### config.mk
export PLATFORM = sky130hd
export DESIGN_NAME = bcd_scan_counter
export DESIGN_NICKNAME = d
export VERILOG_FILES = /design/src/rtl/counter_pkg.sv /design/src/rtl/bcd_digit.sv /design/src/rtl/bcd_scan_counter.sv
export SDC_FILE = /design/constraint.sdc
export NUM_CORES = 1
export LEC_CHECK = 0
export BUFFER_PORTS_ARGS = -buffer_cell sky130_fd_sc_hd__buf_2
export CORE_UTILIZATION = 53
export CTS_CLUSTER_SIZE = 40
export DETAILED_ROUTE_END_ITERATION = 10
export GPL_TIMING_DRIVEN = 0
export HOLD_SLACK_MARGIN = 0.12
export PLACE_DENSITY = 0.75
export REMOVE_ABC_BUFFERS = 1
export SETUP_SLACK_MARGIN = 0.4
export SYNTH_ARGS = -nofsm -noshare
export SYNTH_HDL_FRONTEND = slang
export SYNTH_SLANG_ARGS = --single-unit
### constraint.sdc
create_clock -name clk -period 1.9 [get_ports clk]
set_input_delay 0.095 -clock clk [delete_from_list [all_inputs] [get_ports clk]]
set_output_delay 0.095 -clock clk [all_outputs]
set_load 0.005 [all_outputs]
### src/rtl/counter_pkg.sv
// Shared constants and helpers for the BCD counter display path.
package counter_pkg;

    localparam logic [3:0] BCD_MAX = 4'd9;

    // Divider defaults: 50 MHz board clock and a fast simulation setting.
    localparam int unsigned TICK_DIV_BOARD = 50_000_000;
    localparam int unsigned SCAN_DIV_BOARD = 50_000;
    localparam int unsigned TICK_DIV_SIM   = 4;
    localparam int unsigned SCAN_DIV_SIM   = 3;

    // Non-decimal nibbles collapse to zero so stored digits stay in 0..9.
    function automatic logic [3:0] bcd_sanitise(input logic [3:0] nib);
        return (nib > BCD_MAX) ? 4'd0 : nib;
    endfunction

endpackage

### src/rtl/bcd_digit.sv
// One BCD decade with clear/load and ripple carry (up) or borrow (down).
module bcd_digit
    import counter_pkg::*;
(
    input  logic       clk,
    input  logic       n_rst,
    input  logic       clr,
    input  logic       load,
    input  logic [3:0] load_nib,
    input  logic       step,
    input  logic       up,
    input  logic       cin,
    output logic [3:0] nib,
    output logic       cout_c
);

    logic roll_c;

    // This decade wraps when it sits at the end of its range in the count direction.
    assign roll_c = up ? (nib == BCD_MAX) : (nib == 4'd0);
    assign cout_c = step & cin & roll_c;

    always_ff @(posedge clk or negedge n_rst) begin
        if (!n_rst) begin
            nib <= 4'd0;
        end else if (clr) begin
            nib <= 4'd0;
        end else if (load) begin
            nib <= bcd_sanitise(load_nib);
        end else if (step && cin) begin
            if (up) begin
                nib <= roll_c ? 4'd0 : nib + 4'd1;
            end else begin
                nib <= roll_c ? BCD_MAX : nib - 4'd1;
            end
        end
    end

endmodule

### src/rtl/bcd_scan_counter.sv
// Multi-digit BCD up/down counter with prescaled tick and a multiplexed display scanner.
module bcd_scan_counter
    import counter_pkg::*;
#(
    parameter int unsigned DIGITS   = 2,
    parameter int unsigned TICK_DIV = TICK_DIV_BOARD,
    parameter int unsigned SCAN_DIV = SCAN_DIV_BOARD,
    parameter bit          BLANK    = 1'b1
) (
    input  logic                clk,
    input  logic                n_rst,
    input  logic                en,
    input  logic                up,
    input  logic                clr,
    input  logic                load,
    input  logic [4*DIGITS-1:0] load_val,
    output logic [4*DIGITS-1:0] bcd,
    output logic                co,
    output logic [3:0]          digit,
    output logic                n_en_out,
    output logic [DIGITS-1:0]   dig_sel
);

    localparam int unsigned TICK_W = $clog2(TICK_DIV);
    localparam int unsigned SCAN_W = $clog2(SCAN_DIV);
    localparam int unsigned IDX_W  = (DIGITS > 1) ? $clog2(DIGITS) : 1;

    logic [TICK_W-1:0] tick_cnt;
    logic [SCAN_W-1:0] scan_cnt;
    logic [IDX_W-1:0]  idx;
    logic              tick_c;
    logic              scan_wrap_c;
    logic              blank_c;
    logic              upper_zero_c;
    logic [DIGITS:0]   carry;
    logic [3:0]        nib [DIGITS];

    assign tick_c      = en && (tick_cnt == TICK_W'(TICK_DIV - 1));
    assign scan_wrap_c = (scan_cnt == SCAN_W'(SCAN_DIV - 1));
    assign carry[0]    = 1'b1;

    // Tick prescaler: frozen while disabled, restarted by clear.
    always_ff @(posedge clk or negedge n_rst) begin
        if (!n_rst) begin
            tick_cnt <= '0;
        end else if (clr) begin
            tick_cnt <= '0;
        end else if (en) begin
            tick_cnt <= tick_c ? '0 : tick_cnt + TICK_W'(1);
        end
    end

    for (genvar g = 0; g < DIGITS; g++) begin : g_digit
        bcd_digit u_digit (
            .clk      (clk),
            .n_rst    (n_rst),
            .clr      (clr),
            .load     (load),
            .load_nib (load_val[4*g +: 4]),
            .step     (tick_c),
            .up       (up),
            .cin      (carry[g]),
            .nib      (nib[g]),
            .cout_c   (carry[g+1])
        );
        assign bcd[4*g +: 4] = nib[g];
    end

    // Carry out of the top decade only counts when no clear/load overrides the tick.
    always_ff @(posedge clk or negedge n_rst) begin
        if (!n_rst) begin
            co <= 1'b0;
        end else begin
            co <= carry[DIGITS] & ~clr & ~load;
        end
    end

    // Free-running scan prescaler and digit index.
    always_ff @(posedge clk or negedge n_rst) begin
        if (!n_rst) begin
            scan_cnt <= '0;
            idx      <= '0;
        end else if (scan_wrap_c) begin
            scan_cnt <= '0;
            idx      <= (idx == IDX_W'(DIGITS - 1)) ? '0 : idx + IDX_W'(1);
        end else begin
            scan_cnt <= scan_cnt + SCAN_W'(1);
        end
    end

    // Blank the scanned digit when it and every more-significant digit are zero.
    always_comb begin
        blank_c      = 1'b0;
        upper_zero_c = 1'b1;
        for (int i = DIGITS - 1; i >= 0; i--) begin
            if (nib[i] != 4'd0) begin
                upper_zero_c = 1'b0;
            end
            if (IDX_W'(i) == idx) begin
                blank_c = BLANK && (i != 0) && upper_zero_c;
            end
        end
    end

    always_ff @(posedge clk or negedge n_rst) begin
        if (!n_rst) begin
            digit    <= 4'd0;
            n_en_out <= 1'b0;
            dig_sel  <= ~DIGITS'(1);
        end else begin
            digit    <= nib[idx];
            n_en_out <= blank_c;
            dig_sel  <= ~(DIGITS'(1) << idx);
        end
    end

endmodule

After elaboration in Yosys (flattened, before gate mapping)
Cells that the tools add are included.
- register bits: 59
- output and inout port bits: 16
- bits of input ports: 14
- logic and storage cells: 67
- bitwise gates (word level): 9
- add/subtract/negate cells: 7
- reductions and logical operators: 8
- multiplexer cells: 26
- shifts and indexed selects: 1
- $lt $le $gt $ge: 3
- equal/unequal tests: 4
- operator list (cell ; number):
    two-way mux 26 bit ; 3
    two-way mux 4 bit ; 17
    adder 26 x 1 -> 26 bit (second input constant) ; 1
    equality test 26 bit (second input constant) ; 1
    adder 16 x 1 -> 16 bit (second input constant) ; 1
    equality test 16 bit (second input constant) ; 1
    two-way mux 16 bit ; 1
    adder 4 x 1 -> 4 bit (second input constant) ; 2
    equality test 4 bit (second input constant) ; 2
    greater-than comparator 4 bit (second input constant) ; 2
    logical NOT 4 bit ; 2
    subtractor 4 x 1 -> 4 bit (second input constant) ; 2
    nonzero test 3 bit ; 2
    AND 1 bit ; 5
    two-way mux 1 bit ; 5
    nonzero test 4 bit ; 1
    greater-or-equal comparator 2 bit (second input constant) ; 1
    logical AND 1 bit ; 2
    NOT 1 bit ; 2
    NOT 1 -> 2 bit ; 1
    NOT 2 bit ; 1
    nonzero test 2 bit ; 1
    left shift 1 x 1 -> 2 bit (first input constant) ; 1
    adder 1 bit (second input constant) ; 1

Depth between registers and ports, before layout
- depth in word-level cells: 7
- mapped depth: 8
- mapped depth without buffers: 7

Modules after synthesis
From an unflattened synthesis, not the netlist that was laid out.
- cells, all modules: 348
- area total of the unflattened synthesis: 3364.5 um^2
- by module, submodules not included (module ; times used ; sequential area each (um^2) ; area each (um^2) ; cells each):
    bcd_scan_counter ; 1 ; 1277.5 ; 2516.2 ; 242
    bcd_digit ; 2 ; 100.1 ; 424.2 ; 53

Worst setup path before layout
OpenSTA, ideal clock, no wires.
- kind: register -> register
- start point: register g_digit[0].u_digit.nib[0]
- end point: register g_digit[1].u_digit.nib[1]
- path slack: -94 ps
- clock period less this slack: 1994 ps
- buffers on the path: 0
- cell stages (with the launch flop): 8
- setup time: 138 ps
- data required time: 1762 ps
- arrival: 1856 ps
- path through: dfrtp_1 inv_1 ha_1 or3b_1 a21oi_1 a31oi_2 a311oi_1 a211oi_1
- longest elaborated chain between the ends: 5
- elaborated cells on any way between the ends: 6
- classes of those cells: eq/ne: 1; mux: 1; bitwise: 1; reduce/logical: 3
- RTL lines (item ; RTL line ; RTL):
    start: declaration ; bcd_digit.sv:13 ; output logic [3:0] nib,
    start signal: assignment ; bcd_digit.sv:29 ; nib <= bcd_sanitise(load_nib);
    start signal: assignment ; bcd_digit.sv:32 ; nib <= roll_c ? 4'd0 : nib + 4'd1;
    start signal: assignment ; bcd_digit.sv:34 ; nib <= roll_c ? BCD_MAX : nib - 4'd1;
    equality test 4 bit or logical NOT 4 bit (tied branches) ; bcd_digit.sv:20 ; assign roll_c = up ? (nib == BCD_MAX) : (nib == 4'd0);
    two-way mux 1 bit * ; bcd_digit.sv:20 ;
    AND 1 bit * ; bcd_digit.sv:21 ; assign cout_c = step & cin & roll_c;
    logical AND 1 bit * ; bcd_digit.sv:30 ; end else if (step && cin) begin
    nonzero test 3 bit (no line) * ; n/a ;
    end signal: assignment ; bcd_digit.sv:29 ;
    end signal: assignment ; bcd_digit.sv:32 ;
    end signal: assignment ; bcd_digit.sv:34 ;
    end: declaration ; bcd_digit.sv:13 ;
Every way passes the cells marked *; elsewhere a longest branch is shown, timed or not.
A chain may end at the register's enable or synchronous reset.

Final worst setup path
- start point: register g_digit[1].u_digit.nib[0]
- end point: register g_digit[1].u_digit.nib[1]
- longest elaborated chain between the ends: 7
- elaborated cells on any way between the ends: 11
- classes of those cells: add/sub: 2; eq/ne: 1; mux: 7; reduce/logical: 1
- RTL lines (item ; RTL line ; RTL):
    parallel branches: the longest is 3 deep, another holds subtractor 4 x 1 -> 4 bit ; n/a ;
    two-way mux 4 bit * ; bcd_digit.sv:31 ; if (up) begin
    two-way mux 4 bit * ; bcd_digit.sv:30 ;
    two-way mux 4 bit * ; bcd_digit.sv:28 ; end else if (load) begin
    two-way mux 4 bit * ; bcd_digit.sv:26 ; end else if (clr) begin
Mark *: on every way between the ends. The select of a mux whose other input is x is not followed.

==> metrics <==
unrepaired setup endpoints after global routing true; Power Dens Cells 660 nW/um^2; Hold Vio Cnt, Final 0; Cells after DPL 425; Worst Skew 0.00858 ns; final period utilization 96.4%; Synth top area share 45.2%; pin slew with the least headroom to its limit 0.738 ns; WHS 0.145 ns; root buf cell clkbuf_8; RR Startpoint g_digit[1].u_digit.nib[0]$_DFFE_PN0P_; Setup CP Type reg -> reg; starting density of the core 56.6%; port buffer count 29; synthesized area 3210 sq um; Synth Area in XOR/XNOR 10.9%; Fillers 349; Post-synth EDFFs 0; WL per Instance 15.9 um; TNS Setup 0 ns; Max Root-Sink Buffers 2; number of max-cap violations 0; Vias 2813; sequential fraction of the synthesis area 46.0%; global route total overflow 0; Final Slew Violations 0; DR vias/cell 5.72; Placer Congestion 0.844; clock sink count 59; Post-Route WL 7830 um; CP max FO 6; Final min period 1.83 ns; Worst EP required 2.11 ns; H-tree levels 3; Post-DP HPWL 4280 um; Synth Area in Adders 3.11%; Rows 27; launch point of the worst path g_digit[1].u_digit.nib[0]$_DFFE_PN0P_; Post-Syn Instances 339; main combinational cell family by area after synthesis simple AND/OR/NAND/NOR gates; largest net degree at the start of global routing 60; Final Power 2850 uW; layout cells sized above 1 35.5%; ys async rst share 100%; post-synthesis simple-gate area fraction 25.1%; status completed; number of DRC markers in iteration 0 189; nets@finish 437; Syn. warnings 0; die area 6380 sq um; post-synthesis compound-gate area fraction 9.42%; DRT Pass-1 Iters 4; clk_lat worst skew 0.34 ns; initial antenna violation count 0; top_reg_cell synth dfrtp_1; Top-Level Pins 30; most numerous cell in the Yosys netlist dfrtp_1; vias in the first global route 2734; height of the die 79.9 um; # diodes 0; Die X 79.9 um; Fmax 0.546 GHz; DRC 0; CP arrival 2.04 ns; top post-synthesis cells by area dfrtp_1 45%, xnor2_1 6.0%, nor2_1 5.4%; Total GRT Usage 26.3%; multiplexer area fraction after synthesis 1.63%; Yosys reg bits 59; Hold Startpoint clr; Yosys cell types 49; Worst setup SP type register; mean post-synth cell area 9.48 sq um; Worst-path clk slew 0.07 ns; Rel. slew slack 50.8%; Critical Path End Type register; Max VDD drop 880 uV; Final setup viols 0; CORE AREA 5680 sq um; Post-synth top cells 58 x dfrtp_1, 46 x nor2_1, 24 x nand2_1; worst hold-check path type in -> reg; area added between synthesis and finish 34.5%; antenna viol nets, final 0; CTS tree yes; global-route wire length before repair 12800 um; final core occ 76.2%; leakage power 0.00194 uW; Cell Count, Final, Fillers Out 492; Yosys top cell by area dfrtp_1; TritonCTS Buffers 9
[cell type report]
type / count / area, sq um / area share, %
repair buffers: 79 / 563 / 13.0
multi-input cells: 251 / 1890 / 43.8
clock inverters: 7 / 100 / 2.32
clock buffers: 9 / 124 / 2.87
inverters: 15 / 63.8 / 1.48
well taps: 72 / 90.1 / 2.08
flip-flops and latches: 59 / 1490 / 34.5
[per-stage QoR]
| step | area [sq um] | worst slack (ns) |
|---|---|---|
| after floorplan | 3150 | -0.0909 |
| after global placement | 3380 | -0.508 |
| after detailed placement | 3380 | -0.564 |
| after CTS | 4080 | 0.0900 |
| after global routing | 4320 | -0.00735 |
| final | 4320 | 0.0683 |
[per-layer routing]
| metal | share of wire, % | track usage [%] |
|---|---|---|
| met1 | 42 | 32.3 |
| met2 | 51 | 44.8 |
| met3 | 4.9 | 6.86 |
| met4 | 2.1 | 8.57 |
| met5 | 0 | 0 |
[flip-flops by register name, indices dropped and copies added, names as in the netlist]
signal               count
digit                    4
co                       1
idx                      1
n_en_out                 1
scan_cnt                16
dig_sel                  2
g_digit.u_digit.nib      8
tick_cnt                26
[cell families (layout without fill, tap and decap cells)]
group | count (synthesis) | after routing
and+or+nand+nor | 151 | 152
DFF | 59 | 59
AOI/OAI and AO/OA | 46 | 46
xor gates and xnor gates | 40 | 40
buffers and inverters | 30 | 110
adders and majority gates | 8 | 8
muxes | 5 | 5
[cells in the final DEF, fill, tap and decap left out, types with 4 or more instances in the layout]
master,synthesis,routed
dfrtp_1,58,48
nor2_1,46,44
buf_4,2,40
buf_2,3,28
nand2_1,24,23
xnor2_1,22,22
nand3_1,21,19
xor2_1,18,18
a21oi_1,15,12
inv_1,15,11
o21ai_0,11,11
dfrtp_2,0,10
clkbuf_8,0,9
and3_1,9,8
nand4_1,8,8
dlygate4sd3_1,0,8
and4_4,0,4
nor3_1,9,4
ha_1,8,4
[what timing repair did]
action / CTS / global route
gates resized for setup: 56 / 20
hold buffers: 7 / 1
pin swaps: 16 / 11
setup endpoints to repair: 44 / 45
buffers inserted: 24 / 18
hold endpoints to repair: 63 / 58
cloned: 1 / 0
[power by group]
group          internal, uW  leakage [uW]  switching, uW
Combinational           117       0.00104            150
Sequential             1270      0.000785           21.8
Clock                   747      0.000114            543
Total                  2140       0.00194            715
[worst max-delay path: stages (launching register included)]
cell,delay [ns]
dfrtp_2,0.44
inv_4,0.09
ha_4,0.16
or3b_2,0.45
a21oi_2,0.14
nor3_1,0.07
a311oi_2,0.31
a211oi_2,0.06
[final timing paths]
kind	endpoint	slack, ns	depth (start not counted)
setup reg to reg	g_digit[1].u_digit.nib[1]$_DFFE_PN0P_	0.07	7
hold reg to reg	scan_cnt[13]$_DFF_PN0_	0.52	1
max in group asynchronous	tick_cnt[3]$_DFFE_PN0P_	1.01	2
min in group asynchronous	g_digit[1].u_digit.nib[3]$_DFFE_PN0P_	0.35	2
hold / removal	tick_cnt[2]$_DFFE_PN0P_	0.15	2
setup / recovery	g_digit[1].u_digit.nib[1]$_DFFE_PN0P_	0.07	7
Note: power is estimated with default switching activity, not from simulation.
